## src/rtl/pe_psum_accum_drain_if.sv

```systemverilog
// pe_psum_accum_drain_if: config, dual psum inputs, router output and status of the psum drain.
interface pe_psum_accum_drain_if #(
    parameter int ADDR_W = 10,
    parameter int CNT_W = 8
);
    logic                     cfg_start;
    logic [CNT_W-1:0]         cfg_num_psum;
    logic [ADDR_W-1:0]        cfg_base_addr;
    logic                     psum_in_valid;
    logic                     psum_in_ready;
    logic signed [20:0]       psum_in_data;
    logic                     psum_prev_valid;
    logic                     psum_prev_ready;
    logic signed [20:0]       psum_prev_data;
    logic                     out_valid;
    logic                     out_ready;
    logic signed [20:0]       out_data;
    logic [ADDR_W-1:0]        out_addr;
    logic                     busy;
    logic                     done;
    modport master (
        output cfg_start, cfg_num_psum, cfg_base_addr,
        output psum_in_valid, psum_in_data, psum_prev_valid, psum_prev_data, out_ready,
        input  psum_in_ready, psum_prev_ready, out_valid, out_data, out_addr, busy, done
    );
    modport slave (
        input  cfg_start, cfg_num_psum, cfg_base_addr,
        input  psum_in_valid, psum_in_data, psum_prev_valid, psum_prev_data, out_ready,
        output psum_in_ready, psum_prev_ready, out_valid, out_data, out_addr, busy, done
    );
endinterface

```

## src/rtl/pe_psum_accum_drain.sv

```systemverilog
// pe_psum_accum_drain: joins local and upstream psums, adds them and forwards the sum with a GLB address.
// Define PSUM_DRAIN_SAT_EN to saturate the sum to 21 bits instead of wrapping.
module pe_psum_accum_drain #(
    parameter int ADDR_W = 10,
    parameter int CNT_W = 8
) (
    input logic clock,
    input logic reset,
    pe_psum_accum_drain_if.slave bus
);
    typedef enum logic [1:0] {IDLE, RUN, FLUSH} state_t;
    state_t              state_q, state_d;
    logic [CNT_W-1:0]    idx_q, idx_d, num_q, num_d;
    logic [ADDR_W-1:0]   base_q, base_d, out_addr_q, out_addr_d;
    logic signed [20:0]  out_data_q, out_data_d, sum_21;
    logic signed [21:0]  sum_22;
    logic                out_valid_q, out_valid_d, done_q, done_d;
    logic                out_free, fire, last, start_ok;

    assign out_free = ~out_valid_q | bus.out_ready;
    assign fire     = (state_q == RUN) & bus.psum_in_valid & bus.psum_prev_valid & out_free;
    assign last     = idx_q == num_q - CNT_W'(1);
    assign start_ok = (state_q == IDLE) & bus.cfg_start;
    assign sum_22   = {bus.psum_in_data[20], bus.psum_in_data} + {bus.psum_prev_data[20], bus.psum_prev_data};
`ifdef PSUM_DRAIN_SAT_EN
    // Sign bits disagree only on overflow; bit 21 tells the direction.
    assign sum_21 = (sum_22[21] != sum_22[20]) ? (sum_22[21] ? 21'sh100000 : 21'sh0FFFFF) : sum_22[20:0];
`else
    assign sum_21 = sum_22[20:0];
`endif

    always_ff @(posedge clock or posedge reset) begin
        if (reset) begin
            state_q     <= IDLE;
            idx_q       <= '0;
            num_q       <= '0;
            base_q      <= '0;
            out_valid_q <= 1'b0;
            out_data_q  <= '0;
            out_addr_q  <= '0;
            done_q      <= 1'b0;
        end else begin
            state_q     <= state_d;
            idx_q       <= idx_d;
            num_q       <= num_d;
            base_q      <= base_d;
            out_valid_q <= out_valid_d;
            out_data_q  <= out_data_d;
            out_addr_q  <= out_addr_d;
            done_q      <= done_d;
        end
    end

    always_comb begin
        state_d = (state_q == IDLE)  ? (bus.cfg_start ? ((bus.cfg_num_psum == '0) ? FLUSH : RUN) : IDLE) :
                  (state_q == RUN)   ? ((fire & last) ? FLUSH : RUN) :
                  (state_q == FLUSH) ? (out_free ? IDLE : FLUSH) : IDLE;
    end

    always_comb begin
        num_d       = start_ok ? bus.cfg_num_psum : num_q;
        base_d      = start_ok ? bus.cfg_base_addr : base_q;
        idx_d       = start_ok ? '0 : fire ? idx_q + CNT_W'(1) : idx_q;
        out_valid_d = fire | (out_valid_q & ~bus.out_ready);
        out_data_d  = fire ? sum_21 : out_data_q;
        out_addr_d  = fire ? base_q + ADDR_W'(idx_q) : out_addr_q;
        done_d      = (state_q == FLUSH) & out_free;
    end

    assign bus.psum_in_ready   = fire;
    assign bus.psum_prev_ready = fire;
    assign bus.out_valid       = out_valid_q;
    assign bus.out_data        = out_data_q;
    assign bus.out_addr        = out_addr_q;
    assign bus.busy            = state_q != IDLE;
    assign bus.done            = done_q;
endmodule
```

## src/flat_wrapper.sv

```systemverilog
// flat-port wrapper written by rule: the top's interface ports become plain ports
module pe_psum_accum_drain_flat 
#(
    parameter int ADDR_W = 10,
    parameter int CNT_W = 8
)
  (clock, reset, bus_cfg_start, bus_cfg_num_psum, bus_cfg_base_addr, bus_psum_in_valid, bus_psum_in_data, bus_psum_prev_valid, bus_psum_prev_data, bus_out_ready, bus_psum_in_ready, bus_psum_prev_ready, bus_out_valid, bus_out_data, bus_out_addr, bus_busy, bus_done);
  pe_psum_accum_drain_if #(.ADDR_W(ADDR_W), .CNT_W(CNT_W)) bus_i ();
  input logic clock;
  input logic reset;
  input wire logic [$bits(bus_i.cfg_start)-1:0] bus_cfg_start;
  input wire logic [$bits(bus_i.cfg_num_psum)-1:0] bus_cfg_num_psum;
  input wire logic [$bits(bus_i.cfg_base_addr)-1:0] bus_cfg_base_addr;
  input wire logic [$bits(bus_i.psum_in_valid)-1:0] bus_psum_in_valid;
  input wire logic [$bits(bus_i.psum_in_data)-1:0] bus_psum_in_data;
  input wire logic [$bits(bus_i.psum_prev_valid)-1:0] bus_psum_prev_valid;
  input wire logic [$bits(bus_i.psum_prev_data)-1:0] bus_psum_prev_data;
  input wire logic [$bits(bus_i.out_ready)-1:0] bus_out_ready;
  output wire logic [$bits(bus_i.psum_in_ready)-1:0] bus_psum_in_ready;
  output wire logic [$bits(bus_i.psum_prev_ready)-1:0] bus_psum_prev_ready;
  output wire logic [$bits(bus_i.out_valid)-1:0] bus_out_valid;
  output wire logic [$bits(bus_i.out_data)-1:0] bus_out_data;
  output wire logic [$bits(bus_i.out_addr)-1:0] bus_out_addr;
  output wire logic [$bits(bus_i.busy)-1:0] bus_busy;
  output wire logic [$bits(bus_i.done)-1:0] bus_done;
  assign bus_i.cfg_start = bus_cfg_start;
  assign bus_i.cfg_num_psum = bus_cfg_num_psum;
  assign bus_i.cfg_base_addr = bus_cfg_base_addr;
  assign bus_i.psum_in_valid = bus_psum_in_valid;
  assign bus_i.psum_in_data = bus_psum_in_data;
  assign bus_i.psum_prev_valid = bus_psum_prev_valid;
  assign bus_i.psum_prev_data = bus_psum_prev_data;
  assign bus_i.out_ready = bus_out_ready;
  assign bus_psum_in_ready = bus_i.psum_in_ready;
  assign bus_psum_prev_ready = bus_i.psum_prev_ready;
  assign bus_out_valid = bus_i.out_valid;
  assign bus_out_data = bus_i.out_data;
  assign bus_out_addr = bus_i.out_addr;
  assign bus_busy = bus_i.busy;
  assign bus_done = bus_i.done;
  pe_psum_accum_drain #(.ADDR_W(ADDR_W), .CNT_W(CNT_W)) u_core (.clock(clock), .reset(reset), .bus(bus_i));
endmodule
```

## config.mk

```make
export PLATFORM = sky130hd
export DESIGN_NAME = pe_psum_accum_drain_flat
export DESIGN_NICKNAME = d
export VERILOG_FILES = /design/src/rtl/pe_psum_accum_drain_if.sv /design/src/rtl/pe_psum_accum_drain.sv /design/src/flat_wrapper.sv
export SDC_FILE = /design/constraint.sdc
export NUM_CORES = 1
export LEC_CHECK = 0
export CORE_ASPECT_RATIO = 0.6
export CORE_UTILIZATION = 45
export DETAILED_ROUTE_END_ITERATION = 7
export PLACE_DENSITY = 0.77
export SETUP_SLACK_MARGIN = 0.1
export SLEW_MARGIN = 20
export SYNTH_ARGS = -nofsm -noshare
export SYNTH_HDL_FRONTEND = slang
export SYNTH_SLANG_ARGS = --single-unit
```

## constraint.sdc

```tcl
create_clock -name clock -period 2.5 [get_ports clock]
set_input_delay 0.25 -clock clock [delete_from_list [all_inputs] [get_ports clock]]
set_output_delay 0.25 -clock clock [all_outputs]
set_load 0.1 [all_outputs]
```

Word-level counts from Yosys, hierarchy flattened
Index checks and enable logic that the tools add are counted.
- bitwise logic cells: 11
- reductions and logical operators: 4
- mux-type cells: 9
- eq/ne operators: 3
- add/subtract/negate cells: 4
- operators by type and width (cell ; number):
    $add A21 B21 Y21 ; 1
    $mux W8 ; 2
    $mux W2 ; 7
    $add A10 B8 Y10 ; 1
    $add A8 B1 Y8 const B ; 1
    $eq A8 B8 Y1 ; 1
    $logic_not A8 Y1 ; 1
    $sub A8 B1 Y8 const B ; 1
    $and A1 B1 Y1 ; 7
    $reduce_bool A2 Y1 ; 2
    $eq A2 B1 Y1 const B ; 1
    $eq A2 B2 Y1 const B ; 1
    $logic_not A2 Y1 ; 1
    $not A1 Y1 ; 2
    $or A1 B1 Y1 ; 2
- word-level logic and storage cells: 39
- output and inout port bits: 36
- bits of input ports: 66
- flip-flop bits (word level): 61

Depth between registers and ports, before layout
- word-level depth: 8
- depth in mapped cells: 9
- gate-level depth less buffers: 9

Worst setup path after synthesis
No wires, ideal clock.
- path kind: reg-to-output
- start point: register u_core.out_valid_q (netlist: u_core.bus.out_valid)
- end point: output bus_psum_prev_ready
- path slack: -0.215 ns
- buffers on the path: 3
- arrival: 2.465 ns
- required time: 2.250 ns
- cell stages (with the launch flop): 7
- cell sequence: dfrtp_1 -> nor2b_1 -> or2_4 -> inv_2 -> buf_2 -> buf_2 -> buf_4
- longest elaborated chain between the ends: 3
- ends and longest elaborated chain (item ; RTL line ; text):
    from (decl) ; pe_psum_accum_drain.sv:17 ; logic out_valid_q, out_valid_d, done_q, done_d;
    from (signal assigned) ; pe_psum_accum_drain.sv:47 ; out_valid_q <= out_valid_d;
    $not A1 Y1 ; pe_psum_accum_drain.sv:20 ; assign out_free = ~out_valid_q | bus.out_ready;
    $or A1 B1 Y1 ; pe_psum_accum_drain.sv:20 ;
    $and A1 B1 Y1 ; pe_psum_accum_drain.sv:21 ; assign fire = (state_q == RUN) & bus.psum_in_valid & bus.psum_prev_valid & out_free;
    to (decl) ; flat_wrapper.sv:20 ; output wire logic [$bits(bus_i.psum_prev_ready)-1:0] bus_psum_prev_ready;
No other way between the ends.

Final worst setup path
- start point: input bus_psum_prev_data[0]
- end point: register u_core.out_data_q[18] (netlist: u_core.bus.out_data[18])
- longest elaborated chain between the ends: 1
- ends and longest elaborated chain (item ; RTL line ; text):
    from (decl) ; flat_wrapper.sv:17 ; input wire logic [$bits(bus_i.psum_prev_data)-1:0] bus_psum_prev_data;
    $add A21 B21 Y21 ; pe_psum_accum_drain.sv:24 ; assign sum_22 = {bus.psum_in_data[20], bus.psum_in_data} + {bus.psum_prev_data[20], bus.psum_prev_data};
    to (signal assigned) ; pe_psum_accum_drain.sv:48 ; out_data_q <= out_data_d;
    to (decl) ; pe_psum_accum_drain.sv:15 ; logic signed [20:0] out_data_q, out_data_d, sum_21;
No other way between the ends.
A chain may end at the register's enable or synchronous reset.

==> flow_summary.json <==
{
  "timing.critical_path.slowest_stage_cell": "fa_1",
  "post_synth_main_area_contributors": "dfrtp_1 38%, ha_1 9.5%, nand2_1 5.0%",
  "timing.reg2reg.setup_slack_ns": 0.36,
  "post_synth_net_total": 526,
  "timing.clock.skew_ns": 0.00990,
  "worst_slew_pin_slew_ns": 0.489,
  "post_cts_hold_buffer_count": 0,
  "cp_top_family": "compound AO/OA/AOI/OAI gates",
  "num_io_pins": 102,
  "drt-initial-drc-count": 209,
  "crit-reg2reg-capture": "u_core.bus.out_addr[8]",
  "vias_in_the_first_global_route": 3326,
  "synth_ff_type": "dfrtp_1",
  "power_density_mw_per_mm2": 1190,
  "minimum_clock_period_ns": 2.29,
  "gr-usage-all-layers_pct": 22.9,
  "cts.reportedPaths.clkPinSlew_ns": 0.06,
  "cts.sink_count": 61,
  "max-cap-violations": 0,
  "yosys.cell_count.top_type": "dfrtp_1",
  "row_count": 26,
  "switchingPower_uw": 3190,
  "synth.mux.area_fraction_pct": 4.79,
  "fin_hold_viols": 0,
  "syn-cell-area_mm2": 0.00397,
  "cts.root.buffer_cell": "clkbuf_16",
  "grt_start_max_net_pins": 38,
  "cp_data_required_time_ns": 2.72,
  "maxSlewViolCount": 0,
  "finalNetCount": 642,
  "die_h_um": 74.7,
  "switching_share_pct": 49.0,
  "power.combinational.fraction_pct": 53.2,
  "ys.warnings.count": 0,
  "grt_first_pass_wirelength_um": 16100,
  "die_area_mm2": 0.00921,
  "max_freq_mhz": 438,
  "cts_max_level": 3,
  "drt-pass1-iter-count": 4,
  "worstPathArrival_ns": 2.50,
  "synth-xor-area-share_pct": 7.28,
  "dp.final_hpwl_um": 7760,
  "post_dr_wirelength_cell_um": 15.2,
  "post_cts.repair.setup_buffers": 0,
  "synth-seq-area-share_pct": 38.5,
  "overflow": 0,
  "synth_compound_area_share_pct": 17.8,
  "timing.critical_path.to_type": "flip-flop",
  "drive_above_1_share_pct": 17.7,
  "crit_fanout": 4,
  "placed_cells_incl_taps": 645,
  "synthArstFlopShare_pct": 100,
  "yosysTopAreaCellShare_pct": 38.5,
  "cts-buffers-inserted": 9,
  "width_of_the_die_um": 123,
  "portBuffers": 101,
  "initial_cell_density_of_the_core_pct": 46.6,
  "route.final.wire_length_um": 10000,
  "synth_top_family_by_area": "compound AO/OA/AOI/OAI gates",
  "worstRegToRegCells": 8,
  "synthTopCellsByCount": "61 x dfrtp_1, 53 x nand2_1, 34 x o21ai_0",
  "count_of_nets_left_with_antenna_violations_after_detail_routing": 0,
  "insertedDiodeCount": 0,
  "finished_layout_cells": 661,
  "finalSetupViolations": 0,
  "outcome": "complete, no violations",
  "sequentialPowerShare_pct": 26.0,
  "post_route_fraction_of_the_period_consumed_by_the_critical_path_pct": 91.4,
  "fin_setup_tns_ns": 0,
  "startpoint_type": "input pin",
  "via_per_inst": 5.40,
  "post_synth_and_or_nand_nor_area_fraction_pct": 17.8,
  "clock_power_share_pct": 20.8,
  "worst_path_max_stage_delay_ns": 0.42,
  "worst-path-stages": 9,
  "number_of_cells_produced_by_synthesis": 428,
  "antenna_found_initial": 0,
  "max-vdd-ir-drop_mv": 0.716,
  "place_congestion": 0.847,
  "yosys.area_share.adder_pct": 10.5,
  "vias": 3571,
  "layout-area-overhead-vs-synth_pct": 37.6,
  "cts-root-to-sink-buffers": 2,
  "worstSetupPathType": "input pin to flip-flop",
  "path_cells": "clkdlybuf4s50_1 > ha_1 > fa_1 > a211oi_1 > o21ai_1 > a311oi_2 > o21bai_1 > mux2i_1 > nand2_1",
  "timing.slew.headroom_pct": 67.1,
  "route.detailed.drc": 0,
  "timing.rr.start": "u_core.idx_q[1]",
  "synth-seq-cells": 61,
  "synth_cell_type_count": 52,
  "p_leak_uw": 0.00247,
  "tritoncts": "done",
  "core_area_mm2": 0.00852,
  "synthDominantAreaCellType": "dfrtp_1",
  "clkLatencyLatePin_ns": 0.33,
  "worst-path-buf-inv": 1,
  "min_path_type": "input pin to asynchronous set/reset pin",
  "rsz0062_at_grt": "yes",
  "p_int_uw": 3310,
  "synth_enable_flop_cells": 0,
  "syn_avg_cell_area_um2": 9.27
}
==> layout by cell type, fill, tap and decap left out, drive strengths merged, types with 4 or more instances in the layout <==
cell type,count
a31oi,4
mux2,16
and3,8
a21o,11
o21ai,34
clkbuf,9
nand3,11
a21oi,24
nand2,53
o31ai,5
ha,30
xor2,18
xnor2,15
clkdlybuf4s50,65
o21bai,6
a211oi,6
nor2,18
inv,18
o21a,9
buf,55
nand4,8
dfrtp,61
nor3,15
==> cells by family (layout without fill, tap and decap cells) <==
family / after synthesis / in the layout
and+or+nand+nor: 141 / 141
AOI/OAI and AO/OA: 112 / 112
DFF: 61 / 61
xor gates and xnor gates: 33 / 33
adders and majority gates: 32 / 32
buffers and inverters: 32 / 153
muxes: 17 / 17
==> area by class of cell <==
class	instances	area, µm²
clock inverter	7	98.8
multi-input combinational	335	2320
fill	708	3060
sequential	61	1530
timing repair buffer	120	1090
inverter	17	63.8
clock buffer	9	225
tap	112	140
==> worst max-delay path by stage <==
stage	start	endpoint	slack, ns
finish	bus_psum_prev_data[0]	u_core.bus.out_data[18]	0.21
global route	bus_psum_prev_data[0]	u_core.bus.out_data[20]	0.08
CTS	bus_psum_prev_data[0]	u_core.bus.out_data[18]	0.18
detailed placement	bus_psum_prev_data[0]	u_core.bus.out_data[18]	-0.26
global placement	bus_psum_prev_data[0]	u_core.bus.out_data[18]	-0.16
floorplan	u_core.bus.out_valid	bus_psum_prev_ready	0.20
==> routing by layer <==
metal  track usage [%]  vias up  routed length [µm]  part of all wire, %
met1              33.4     1667                5100                   51
met2              34.2      105                4180                   42
li1                  -     1793                   -                    -
met5                 0        -                   0                    0
met3              5.68        6                 682                  6.8
met4              5.62        0                  61                 0.61
==> per-stage QoR <==
stage / utilization (%) / area, µm² / total power [µW] / worst slack [ns] / hold slack [ns]
2_1_floorplan: - / 3970 / 4310 / 0.196 / 0.367
3_3_place_gp: 60.2 / 5130 / 5070 / -0.158 / 0.462
3_5_place_dp: 60.2 / 5130 / 5160 / -0.257 / 0.464
4_1_cts: 64.0 / 5450 / 6540 / 0.181 / 0.291
5_1_grt: 64.1 / 5460 / 6860 / 0.0829 / 0.320
6_report: 64.1 / 5460 / 6500 / 0.215 / 0.267
==> worst reg2reg max path, cell delays in order (launching register included) <==
cell	delay, ns
dfrtp_1	0.47
inv_1	0.10
fa_1	0.43
nor2b_1	0.13
o21a_1	0.14
o21a_1	0.17
o211ai_1	0.13
a2111oi_0	0.34
nand3b_1	0.17
==> power by group through the flow <==
stage	clock network [µW]	registers, µW	logic [µW]
after global placement	0	1690	3380
after detailed placement	0	1710	3450
after floorplan	0	3040	1270
final	1350	1690	3460
after CTS	1370	1690	3470
after global routing	1420	1750	3690
==> state kept, by name (all words and copies together) (netlist names) <==
| name | count |
|---|---|
| u_core.idx_q | 8 |
| u_core.bus.out_addr | 10 |
| u_core.bus.out_valid | 1 |
| u_core.num_q | 8 |
| u_core.bus.out_data | 21 |
| u_core.bus.done | 1 |
| u_core.base_q | 10 |
| u_core.state_q | 2 |
==> what timing repair did <==
item / 4_1_cts / 5_1_grt
gates resized for setup: 1 / 1
gates cloned: 0 / 0
setup endpoints to repair: 1 / 1
No activity file was read; power rests on OpenSTA's default activity.
==> RTL edit: new RTL, same flow settings <==
Build with the macro `PSUM_DRAIN_SAT_EN` defined.
--- a/src/rtl/pe_psum_accum_drain.sv
+++ b/src/rtl/pe_psum_accum_drain.sv
@@ -1,5 +1,7 @@
 // pe_psum_accum_drain: joins local and upstream psums, adds them and forwards the sum with a GLB address.
 // Define PSUM_DRAIN_SAT_EN to saturate the sum to 21 bits instead of wrapping.
+`define PSUM_DRAIN_SAT_EN
+
 module pe_psum_accum_drain #(
     parameter int ADDR_W = 10,
     parameter int CNT_W = 8
Behaviour: not the same (Yosys sat finds a counterexample within 4 cycles, from zero or initial values and one cycle with reset high).
==> RTL edit against the original RTL <==
Sequential cell count did not move. Critical path type unchanged. Sequential share of layout area is 4.4 points lower. Final area increased by 19%. Synthesized area up 5.4%. Critical endpoint unchanged. Synthesized cell count grew 4.0%. Power rose by 13%. Setup slack lost 0.21 ns. Critical path depth rose by 2. Wire length up 21%. Via count rose by 11%.
==> RTL edit: results (changes against the original RTL) <==
stage,metric,value,unit,change
global_routing,number of global-route vias before repair,3782,,was 3326
cts,H-tree level count,3,,unchanged
routing,Starting DRT DRC Count,221,,was 209
cts,Inserted Clock Buffers,9,,unchanged
synth,Yosys warnings,0,,unchanged
finish,ANT cells,0,,unchanged
synth,Gate Count Post-Synth,445,,was 428
synth,adder-cell share of the synthesized area,15.0,%,was 10.5%
routing,vias post-DR,3949,,was 3571
cts,Root Buffer,clkbuf_16,,unchanged
placement,dpl cell area,0.00561,mm2,was 0.00513 mm2
pwr,combinational power share,57.7,%,was 53.2%
global_routing,initial antenna violation count,0,,unchanged
placement,post-detail-place hpwl,8070,um,was 7760 um
pwr,Psw,3.59,mW,was 3.19 mW
placement,Placed Cells,689,,was 645
global_routing,largest net degree at the start of global routing,62,,was 38
status,status,finished clean,,unchanged
synth,Synth Net Count,544,,was 526
synth,"Distinct cells, synth",54,,was 52
global_routing,GRT Overall Usage,24.8,%,was 22.9%
timing,Worst Max-Slew Pin Slew,0.497,ns,was 0.489 ns
critical_path,Critical Path AT,2.75,ns,was 2.50 ns
critical_path,maximum fanout along the worst path,5,,was 4
synth,sequential share of the synthesized area,36.5,%,was 38.5%
pwr,leakage,2.98,nW,was 2.47 nW
min_path,worst min-delay path class,in -> async,,unchanged
finish,Post-Layout Cell Count,730,,was 661
global_routing,met1 Usage GRT,34.9,%,was 33.4%
pwr,VDD IR-drop max,1.42,mV,was 0.716 mV
timing,clk_skew,0.00603,ns,was 0.00990 ns
finish,share of cells above drive strength 1,35.3,%,was 17.7%
pwr,power in sequential cells,1.74,mW,was 1.69 mW
synth,mux cell area share after synthesis,4.04,%,was 4.79%
global_routing,M2 GR Usage,38.0,%,was 34.2%
finish,# nets final,712,,was 642
routing,WL final,12100,um,was 10000 um
synth,synth top area cells,"dfrtp_1 (36%), ha_1 (9.3%), xnor2_1 (5.2%), maj3_2 (4.3%), mux2_2 (4.0%)",,"was dfrtp_1 (38%), ha_1 (9.5%), nand2_1 (5.0%), mux2_2 (4.5%), o21ai_0 (4.3%)"
synth,top post-synthesis cells by count,"dfrtp_1 (61), nand2_1 (44), ha_1 (31), a21oi_1 (29), xnor2_1 (25)",,"was dfrtp_1 (61), nand2_1 (53), o21ai_0 (34), ha_1 (30), a21oi_1 (24)"
placement,Port-buffer cells,101,,unchanged
cts,later-pin clock latency in the skew report,0.34,ns,
finish,# fillers,593,,was 708
routing,drt pass-1 iters,4,,unchanged
placement,Final Wtd Congestion,0.880,,was 0.847
synth,XOR/XNOR share of the synthesized area,9.00,%,was 7.28%
global_routing,grt met3 use,5.02,%,was 5.68%
routing,met3 wire length,728,um,was 682 um
pwr,Clk pwr share,18.5,%,was 20.8%
global_routing,first-pass GRT wire length,18800,um,was 16100 um
cts,"CTS clk-pin slew, worst paths",0.05,ns,
synth,Compound-Gate Fraction of Synth Area,17.1,%,was 17.8%
routing,WL met1,5820,um,was 5100 um
routing,met2 WL post-DR,5380,um,was 4180 um
RTL edit: timing repair:
item,CTS,global route
gates cloned,3,1
endpoints found under the setup margin,21,23
buffers inserted,11,11
resized for setup,52,48
pin swaps,24,42
RTL edit: critical path, stage by stage:
cell             delay, ns
clkdlybuf4s50_1       0.50
ha_4                  0.21
a211oi_2              0.22
nand3_1               0.15
o211ai_1              0.36
a21oi_2               0.12
xnor2_2               0.17
buf_6                 0.16
buf_12                0.13
maj3_1                0.34
o21ai_1               0.14
RTL edit: area by class of cell:
cell class | count | area (um2) | area share (%)
Multi-Input combinational cell | 344 | 2790 | 43.1
Tap cell | 112 | 140 | 2.16
Inverter | 21 | 83.8 | 1.29
Sequential cell | 61 | 1530 | 23.6
Clock buffer | 12 | 256 | 3.96
Timing Repair Buffer | 176 | 1610 | 24.8
Clock inverter | 4 | 70.1 | 1.08
RTL edit: worst paths after layout:
path                                            to  slack (ns)  depth (start not counted)              startpoint
max                        u_core.bus.out_data[18]       0.009                         11    bus_psum_in_data[13]
min                        u_core.bus.out_data[18]        0.29                          3                   reset
max reg2reg                 u_core.bus.out_addr[8]        0.17                         10        u_core.base_q[0]
min reg2reg                 u_core.bus.out_addr[5]        0.49                          2  u_core.bus.out_addr[5]
max in group asynchronous         u_core.base_q[8]        1.93                          3                   reset
min in group clock          u_core.bus.out_data[0]        0.48                          5     bus_psum_in_data[0]
RTL edit: metrics by stage:
step	util [%]	setup TNS, ns	hold WS [ns]	worst slack (ns)
after floorplan	-	0	0.367	0.116
after global placement	64.1	-8.90	0.466	-0.477
after detailed placement	64.1	-10.81	0.478	-0.587
after CTS	70.9	0	0.313	0.0748
after global routing	74.0	-0.0124	0.338	-0.0124
final	74.0	0	0.293	0.00873
